$ cat config.mk
export PLATFORM = sky130hd
export DESIGN_NAME = frame_plotter
export DESIGN_NICKNAME = d
export VERILOG_FILES = /design/src/rtl/frame_plotter.sv
export SDC_FILE = /design/constraint.sdc
export NUM_CORES = 1
export LEC_CHECK = 0
export CORE_UTILIZATION = 40
export CTS_BUF_LIST = sky130_fd_sc_hd__clkbuf_8
export DETAILED_ROUTE_END_ITERATION = 16
export SETUP_SLACK_MARGIN = 0.15
export SYNTH_ARGS = -nofsm -noshare
export SYNTH_HDL_FRONTEND = slang
export SYNTH_SLANG_ARGS = --single-unit
$ cat constraint.sdc
create_clock -name clock -period 19.1 [get_ports clock]
set_clock_uncertainty 0.2 [all_clocks]
set_input_delay 2.865 -clock clock [delete_from_list [all_inputs] [get_ports clock]]
set_output_delay 2.865 -clock clock [all_outputs]
set_load 0.02 [all_outputs]
$ cat src/rtl/frame_plotter.sv
// frame_plotter: scans a 16x32 bitmap and emits one VGA plot write per cycle.
// The full-frame scan order is column-major: y is the fast index, x the slow one.
// In diff mode, only pixels that differ from the previously completed frame are
// strobed. The scan always takes the same number of cycles whatever it plots.
//
// Timeline per frame (edge N accepts start):
//   N          : frame/diff_mode snapshotted, pixel 0 issued, busy rises
//   N+1..N+511 : pixels 1..511 issued
//   N+512      : done pulse, drawn_count updated
//   N+513      : back to IDLE, busy falls
//   N+514      : earliest next accept (514-cycle period with start held high)
module frame_plotter #(
  parameter logic [2:0] FG_COLOUR = 3'b111,
  parameter logic [2:0] BG_COLOUR = 3'b000
) (
  input  logic         clock,
  input  logic         resetn,
  input  logic         start,
  input  logic [511:0] frame,
  input  logic         diff_mode,
  output logic [3:0]   x,
  output logic [4:0]   y,
  output logic [2:0]   colour,
  output logic         plot,
  output logic         busy,
  output logic         done,
  output logic [9:0]   drawn_count
);

  typedef enum logic [1:0] {
    S_IDLE = 2'd0,
    S_SCAN = 2'd1,
    S_DONE = 2'd2
  } state_e;

  state_e       state_q;
  // Address of the next pixel to issue in SCAN; a wrap back to 0 marks scan end.
  logic [8:0]   addr_q;
  logic [511:0] snap_q;
  logic [511:0] prev_q;
  logic         diff_q;
  logic         prev_valid_q;
  logic [9:0]   cnt_q;

  logic         accept;
  logic         issue;
  logic [8:0]   issue_addr;
  logic         issue_bit;
  logic         issue_diff;
  logic         plot_d;
  logic [9:0]   cnt_d;

  // Saturating increment for the per-frame plot counter.
  function automatic logic [9:0] sat_inc(input logic [9:0] v);
    if (v == 10'd512) begin
      return v;
    end else begin
      return v + 10'd1;
    end
  endfunction

  // Select the pixel being issued this cycle and decide whether it is strobed.
  always_comb begin
    accept     = 1'b0;
    issue      = 1'b0;
    issue_addr = 9'd0;
    issue_bit  = 1'b0;
    issue_diff = 1'b0;
    case (state_q)
      S_IDLE: begin
        // Pixel 0 is taken straight from the input on the accepting edge.
        accept     = start;
        issue      = start;
        issue_addr = 9'd0;
        issue_bit  = frame[0];
        issue_diff = diff_mode;
      end
      S_SCAN: begin
        issue      = (addr_q != 9'd0);
        issue_addr = addr_q;
        issue_bit  = snap_q[addr_q];
        issue_diff = diff_q;
      end
      default: begin
        issue = 1'b0;
      end
    endcase
    plot_d = issue & (~issue_diff | ~prev_valid_q | (issue_bit ^ prev_q[issue_addr]));
    if (plot_d) begin
      cnt_d = (state_q == S_IDLE) ? 10'd1 : sat_inc(cnt_q);
    end else begin
      cnt_d = (state_q == S_IDLE) ? 10'd0 : cnt_q;
    end
  end

  // Frame snapshot and previous-frame memory; contents are don't-care after reset.
  always_ff @(posedge clock) begin
    if (accept) begin
      snap_q <= frame;
    end
    if (issue) begin
      prev_q[issue_addr] <= issue_bit;
    end
  end

  // Control FSM with registered plot-port outputs.
  always_ff @(posedge clock or negedge resetn) begin
    if (!resetn) begin
      state_q      <= S_IDLE;
      addr_q       <= 9'd0;
      diff_q       <= 1'b0;
      prev_valid_q <= 1'b0;
      cnt_q        <= 10'd0;
      x            <= 4'd0;
      y            <= 5'd0;
      colour       <= BG_COLOUR;
      plot         <= 1'b0;
      busy         <= 1'b0;
      done         <= 1'b0;
      drawn_count  <= 10'd0;
    end else begin
      plot <= plot_d;
      if (plot_d) begin
        x      <= issue_addr[8:5];
        y      <= issue_addr[4:0];
        colour <= issue_bit ? FG_COLOUR : BG_COLOUR;
      end
      case (state_q)
        S_IDLE: begin
          done <= 1'b0;
          if (start) begin
            state_q <= S_SCAN;
            diff_q  <= diff_mode;
            addr_q  <= 9'd1;
            cnt_q   <= cnt_d;
            busy    <= 1'b1;
          end else begin
            busy <= 1'b0;
          end
        end
        S_SCAN: begin
          if (addr_q == 9'd0) begin
            state_q      <= S_DONE;
            done         <= 1'b1;
            drawn_count  <= cnt_q;
            prev_valid_q <= 1'b1;
          end else begin
            addr_q <= addr_q + 9'd1;
            cnt_q  <= cnt_d;
          end
        end
        S_DONE: begin
          state_q <= S_IDLE;
          done    <= 1'b0;
          busy    <= 1'b0;
        end
        default: begin
          state_q <= S_IDLE;
          done    <= 1'b0;
          busy    <= 1'b0;
        end
      endcase
    end
  end

endmodule

==> key figures, run 1 <==
Pwr
  – Static Leak: 17.7 nW
  – Pwr Total: 7.58 mW
  – Power per cell area: roughly 140 nW/µm²
  – VDD IR max: 0.000114 V

Timing
  – Pins over their slew limit: 0
  – Setup WS post-layout: around 12 ns
  – Max Fclk: 134 MHz
  – RSZ-0062 raised after global routing: no
  – Tmin final: 7.44 ns
  – Slew headroom: approximately an eighth
  – Final setup fails: 0
  – Tcrit/Tclk final: 39.0%
  – Setup TNS: 0 ns
  – Hold Fails Final Rpt: 0
  – Slew @ Worst Pin: 1.31 ns
  – Hold slack: between 0.2 and 0.3 ns

Floorplan
  – Row count: 122
  – Starting density of the core: 40.4%
  – DIE HEIGHT: 337 µm
  – DIE AREA: 114000 µm²
  – Die W: 337 µm
  – IO Count: 541
  – Core ar.: 111000 µm²

Placement
  – Buffers on Ports: 540
  – DP HPWL: approximately 93 mm
  – Post-place setup slack: 10.84 ns
  – Placed insts: a little under 5000
  – Gpl congestion: between 0.8 and 0.9
  – Area after DPL: 51600 µm²

Logic synthesis
  – Top cells by area, synth: edfxtp_1 (69%), mux4_2 (6.5%), nor2_1 (5.6%)
  – Post-synth ARST share: 4.30%
  – Area share of the largest cell type after synthesis: 68.5%
  – Ys Warns: 0
  – EDFF count, synth: 1024
  – Post-Syn Area: between 40000 and 50000 µm²
  – Top FF cell, synth: edfxtp_1
  – Post-synth top cells: edfxtp_1 (1024), nor2_1 (665), nand2_1 (139)
  – Net Count, Synth: approximately 3600
  – #FFs+latches synth: between 1000 and 1500
  – Synth Area per Inst: 14.6 µm²
  – Top-count cell post-synth: edfxtp_1
  – Synth area leader: edfxtp_1
  – Sequential share of the synthesized area: between 70% and 80%
  – Syn Inst Count: 3068
  – Synth unique cells: 82

Worst setup path
  – Crit start category: primary input
  – Reg2Reg Depth: 12
  – Crit Reg-Reg Startpoint: addr_q[0]
  – FF-to-FF setup slack: 12.02 ns
  – Reg2reg end: prev_q[22]
  – Peak fanout along the critical path: 110
  – CP Data Required Time: 19.39 ns
  – Crit path kind: in -> reg
  – Worst setup EP type: register
  – Worst setup path startpoint: start
  – WP data arrival: ~7.7 ns

Clock tree
  – # clock sinks: 1070
  – CTS tree: done
  – Postcts setup bufs: 0
  – Max Root-Sink Buffers: 3
  – CTS buffer count: roughly 180
  – CTS-repair resized insts: 0
  – Worst-path clk slew: 0.06 ns
  – Clock Latency Late Sink: 0.87 ns
  – Post-CTS Hold Fix Bufs: 0
  – CTS Root Cell: clkbuf_8
  – H-Tree Depth: 4

GRT
  – First-pass GRT wire length: 206 mm
  – GRT Overall Usage: around 25%
  – Largest net degree at the start of global routing: 118
  – Initial antenna violation count: 21
  – Vias in the first global route: 29500
  – Gr ovfl total: 0

Route
  – Wire per inst: about 28 µm
  – Vias per inst: 5.71
  – Routed Antenna Nets: 0
  – Final WL: between 100 and 150 mm
  – Vias after detailed routing: 30100
  – Initial DRT Pass Iterations: 5
  – Drc violations: 0
  – 1st-iter DRT viols: 3287

Min path
  – Hold Path Class: reg -> reg
  – Worst Hold Launch: prev_valid_q
  – Worst Hold End: prev_valid_q
  – Worst hold stages: 1

Final layout
  – Post-Route Utilization: 49.4%
  – Synth-to-layout area growth: 22.2%
  – Fin nets: 4138
  – Post-route cell area: 54900 µm²
  – Fin cells: 5263
  – Share of layout cells above drive strength 1: between 10% and 20%

Run
  – MaxCap Viol Count: 0

Status
  – Outcome: finished clean
worst max-delay path, stage by stage:
cell             delay, ns
clkdlybuf4s50_1       0.53
nand2_1               0.26
inv_8                 0.58
buf_4                 0.75
buf_4                 0.76
buf_4                 0.89
buf_4                 0.86
kinds of logic after synthesis:
family | after synthesis | synth area share (%)
AO/OA/AOI/OAI | 505 | 7.73
XOR/XNOR | 5 | 0.0976
adder cells (fa/ha/maj) | 4 | 0.112
buffers and inverters | 276 | 2.96
flip-flops | 1070 | 71.1
multiplexers | 232 | 8.94
AND/OR/NAND/NOR | 976 | 9.08
metal layers:
metal	GRT usage, %	wire (µm)	vias to the layer above
li1	-	-	12900
met1	33.1	57000	15300
met2	41.5	70500	1582
met3	5.89	13600	283
met4	9.44	4260	2
met5	0	10	-
registers in the layout, summed over array words and instances, names as in the netlist:
signal and count:
snap_q 512, drawn_count 10, prev_q 512, x 4, colour 1, y 5
busy 1, prev_valid_q 1, done 1, cnt_q 10, plot 1, diff_q 1
state_q 2, addr_q 9
layout by cell type (no fill, tap or decap), drive strengths merged, types with 21 or more instances in the layout:
cell and n:
clkdlybuf4s50 539, inv 98, dfrtp 46, nor2 666
clkbuf 185, o22ai 73, a21oi 103, nor3 38
o21ai 71, clkinv 59, a22oi 21, a31oi 29
nand2b 44, edfxtp 1024, buf 77, o221ai 58
mux2i 72, mux2 30, mux4 130, nand2 140
report_power, final:
group / switching [mW] / internal (mW) / total [mW]
clock: 0.945 / 0.925 / 1.87
combinational: 1.58 / 0.779 / 2.36
sequential: 0.120 / 3.23 / 3.35
layout make-up:
cell class                      instances  area (µm²)
Fill cell                            9720       56100
Sequential cell                      1070       31900
Multi-Input combinational cell       1722       11700
Timing Repair Buffer                  616        5980
Clock buffer                          185        2550
Tap cell                             1488        1860
Clock inverter                        130         639
Inverter                               32         128
Antenna cell                           20        50.0
how the worst max path moves through the flow:
stage / endpoint / slack (ns)
4_1_cts: snap_q[117] / 11.79
3_5_place_dp: snap_q[434] / 10.84
5_1_grt: snap_q[116] / 11.43
3_3_place_gp: snap_q[440] / 10.93
6_report: snap_q[445] / 11.66
2_1_floorplan: cnt_q[0] / 0.50
Power figures use the tool's default switching activity.
==> run 2: changes to the inputs <==
- clock period: 19.1 -> 7.8 ns (I/O delays scaled with it)
==> key figures, run 2 (synthesis results as in run 1) <==
Clock tree
  – Postcts setup bufs: 0 (unchanged)
  – Max Root-Sink Buffers: 3 (unchanged)
  – # clock sinks: 1070 (unchanged)
  – Worst-path clk slew: 0.06 ns (about the same)
  – CTS-repair resized insts: 0 (unchanged)
  – Clock Latency Late Sink: 0.88 ns (about the same)
  – CTS Root Cell: clkbuf_8
  – H-Tree Depth: 4 (unchanged)
  – CTS tree: done
  – CTS buffer count: 176 (unchanged)
  – Post-CTS Hold Fix Bufs: 0 (unchanged)

Timing
  – Setup TNS: 0 ns (unchanged)
  – RSZ-0062 raised after global routing: no
  – Slew @ Worst Pin: 1.34 ns (+0.0317 ns)
  – Final setup fails: 0 (unchanged)
  – Hold Fails Final Rpt: 0 (unchanged)
  – Pins over their slew limit: 0 (unchanged)
  – Slew headroom: 10.7% (-2.1 points)
  – Setup WS post-layout: 1.87 ns (-9.79 ns)
  – Tmin final: 5.93 ns
  – Max Fclk: 169 MHz
  – Tcrit/Tclk final: between 70% and 80%

Placement
  – Post-place setup slack: 1.97 ns (-8.87 ns)
  – Placed insts: 4927 (-0.020%)
  – Area after DPL: 51700 µm² (+0.11%)
  – Gpl congestion: 0.898 (+4.2%)
  – DP HPWL: 97.0 mm (+4.6%)
  – Buffers on Ports: 540 (unchanged)

Final layout
  – Post-route cell area: 54900 µm² (about the same)
  – Storage element area: 31900 µm² (unchanged)
  – Multi-input gate area: 11700 µm² (about the same)
  – Fin nets: 4137 (-0.024%)
  – Fillers: 9718 (-0.021%)
  – Share of layout cells above drive strength 1: 12.8% (-0.080 points)
  – Fin cells: 5261 (-0.038%)
  – Synth-to-layout area growth: 22.3% (about the same)
  – Commonest non-fill, non-tap cells in the layout: edfxtp_1 (1024), nor2_1 (663), clkdlybuf4s50_1 (539)
  – Most common cell after layout, fill and taps aside: edfxtp_1
  – Biggest regs: prev_q x512, snap_q x512

Worst setup path
  – Worst setup EP type: register
  – Crit start category: register
  – CP Capture Point: colour[1]
  – Reg2Reg Depth: 11 (-1)
  – Crit path kind: reg -> reg
  – CP Data Required Time: 8.31 ns (-11.08 ns)
  – Worst setup path startpoint: addr_q[0]
  – Reg2reg end: colour[1]
  – Peak fanout along the critical path: 160 (+45%)
  – FF-to-FF setup slack: 1.87 ns (-10.15 ns)
  – WP data arrival: 6.45 ns (-1.28 ns)
  – Crit Reg-Reg Startpoint: addr_q[0]

Route
  – Final WL: 149 mm (+2.2%)
  – Drc violations: 0 (unchanged)
  – Wire per inst: 28.3 µm (+2.3%)
  – Vias per inst: 5.75 (+0.74%)
  – 1st-iter DRT viols: 4094 (+25%)
  – Routed Antenna Nets: 0 (unchanged)
  – Initial DRT Pass Iterations: 6 (+1)
  – Vias after detailed routing: 30300 (+0.70%)

Pwr
  – Logic pwr share: 31.2% (about the same)
  – Static Leak: 17.8 nW (+0.27%)
  – Flop pwr share: 44.5% (+0.3 points)
  – Clk pwr share: 24.3% (-0.4 points)
  – Psw: 6.55 mW (+150%)
  – VDD IR max: 0.000448 V (+290%)
  – Power per cell area: 340 nW/µm² (+150%)
  – Internal power: 12.1 mW (+150%)
  – Switching share of power: 35.1% (+0.22 points)

Floorplan
  – Die W: 337 µm (unchanged)
  – Core ar.: 111000 µm² (unchanged)
  – DIE AREA: 114000 µm² (unchanged)
  – DIE HEIGHT: 337 µm (unchanged)
  – Row count: 122 (unchanged)
  – IO Count: 541 (unchanged)
  – Starting density of the core: 40.4% (unchanged)

Min path
  – Hold Path Class: in -> async

GRT
  – Gr ovfl total: 0 (unchanged)
  – GRT Overall Usage: 26.0% (+0.56 points)
  – First-pass GRT wire length: 210 mm (+2.0%)
  – Vias in the first global route: 29600 (+0.22%)
  – Largest net degree at the start of global routing: 250 (+110%)
  – Initial antenna violation count: 20 (-4.8%)

Run
  – MaxCap Viol Count: 0 (unchanged)

Status
  – Outcome: finished clean
==> run 2: cell count changes in the layout (fill, tap and decap cells not counted), moves of 2 or more <==
cell      change
inv_1        +16
nand2_4       -2
inv_6         -2
clkinv_1     -13
clkbuf_8      -5
diode_2       -2
clkinv_2      +5
buf_4         -6
buf_12        +5
==> run 2: layer usage <==
layer / part of all wire [%] / vias to the layer above / routed length, µm / GRT usage (%)
met4: 2.7 / 4 / 3970 / 8.37
met1: 39 / 15500 / 58400 / 34.7
met3: 9.5 / 255 / 14100 / 5.26
li1: - / 12800 / - / -
met2: 49 / 1711 / 72200 / 42.6
met5: 0.022 / - / 33 / 0
==> run 2: layout make-up <==
type | instances | share of cell area [%]
Timing Repair Buffer | 615 | 11.0
Multi-Input combinational cell | 1722 | 21.4
Sequential cell | 1070 | 58.2
Inverter | 32 | 0.233
Clock inverter | 136 | 1.22
Tap cell | 1488 | 3.39
Clock buffer | 180 | 4.51
Antenna cell | 18 | 0.0821
==> run 2: worst min path at each step <==
stage | from | to | slack [ns] | cells past startpoint
floorplan | prev_valid_q | prev_valid_q | 0.23 | 1
global placement | prev_valid_q | prev_valid_q | 0.25 | 1
detailed placement | prev_valid_q | prev_valid_q | 0.25 | 1
CTS | resetn | drawn_count[8] | 0.18 | 2
global route | resetn | drawn_count[8] | 0.23 | 2
finish | resetn | drawn_count[8] | 0.22 | 2
==> run 2: worst max-delay path, stage by stage (launching register included) <==
cell and delay, ns:
dfrtp_4 0.85, buf_4 0.70, mux4_2 0.60, mux4_2 0.46, mux2i_1 0.37, o32ai_1 0.15, o21ai_1 0.43, nand2_8 0.50
nor2_1 0.33, mux2_2 0.39, nor2_2 0.21, mux2_4 0.33
==> run 2: power groups by stage <==
| stage | Combinational, mW | Clock (mW) | Sequential (mW) |
|---|---|---|---|
| after floorplan | 3.68 | 0 | 8.54 |
| after global placement | 5.71 | 0 | 8.39 |
| after detailed placement | 5.76 | 0 | 8.40 |
| after CTS | 5.78 | 4.62 | 8.29 |
| after global routing | 6.12 | 4.86 | 8.34 |
| final | 5.81 | 4.53 | 8.30 |
==> run 2: through the flow <==
stage / util, % / power (mW) / hold slack, ns
after floorplan: - / 12.2 / 0.235
after global placement: 46.6 / 14.1 / 0.252
after detailed placement: 46.6 / 14.2 / 0.253
after CTS: 49.4 / 18.7 / 0.175
after global routing: 49.4 / 19.3 / 0.232
final: 49.5 / 18.6 / 0.224
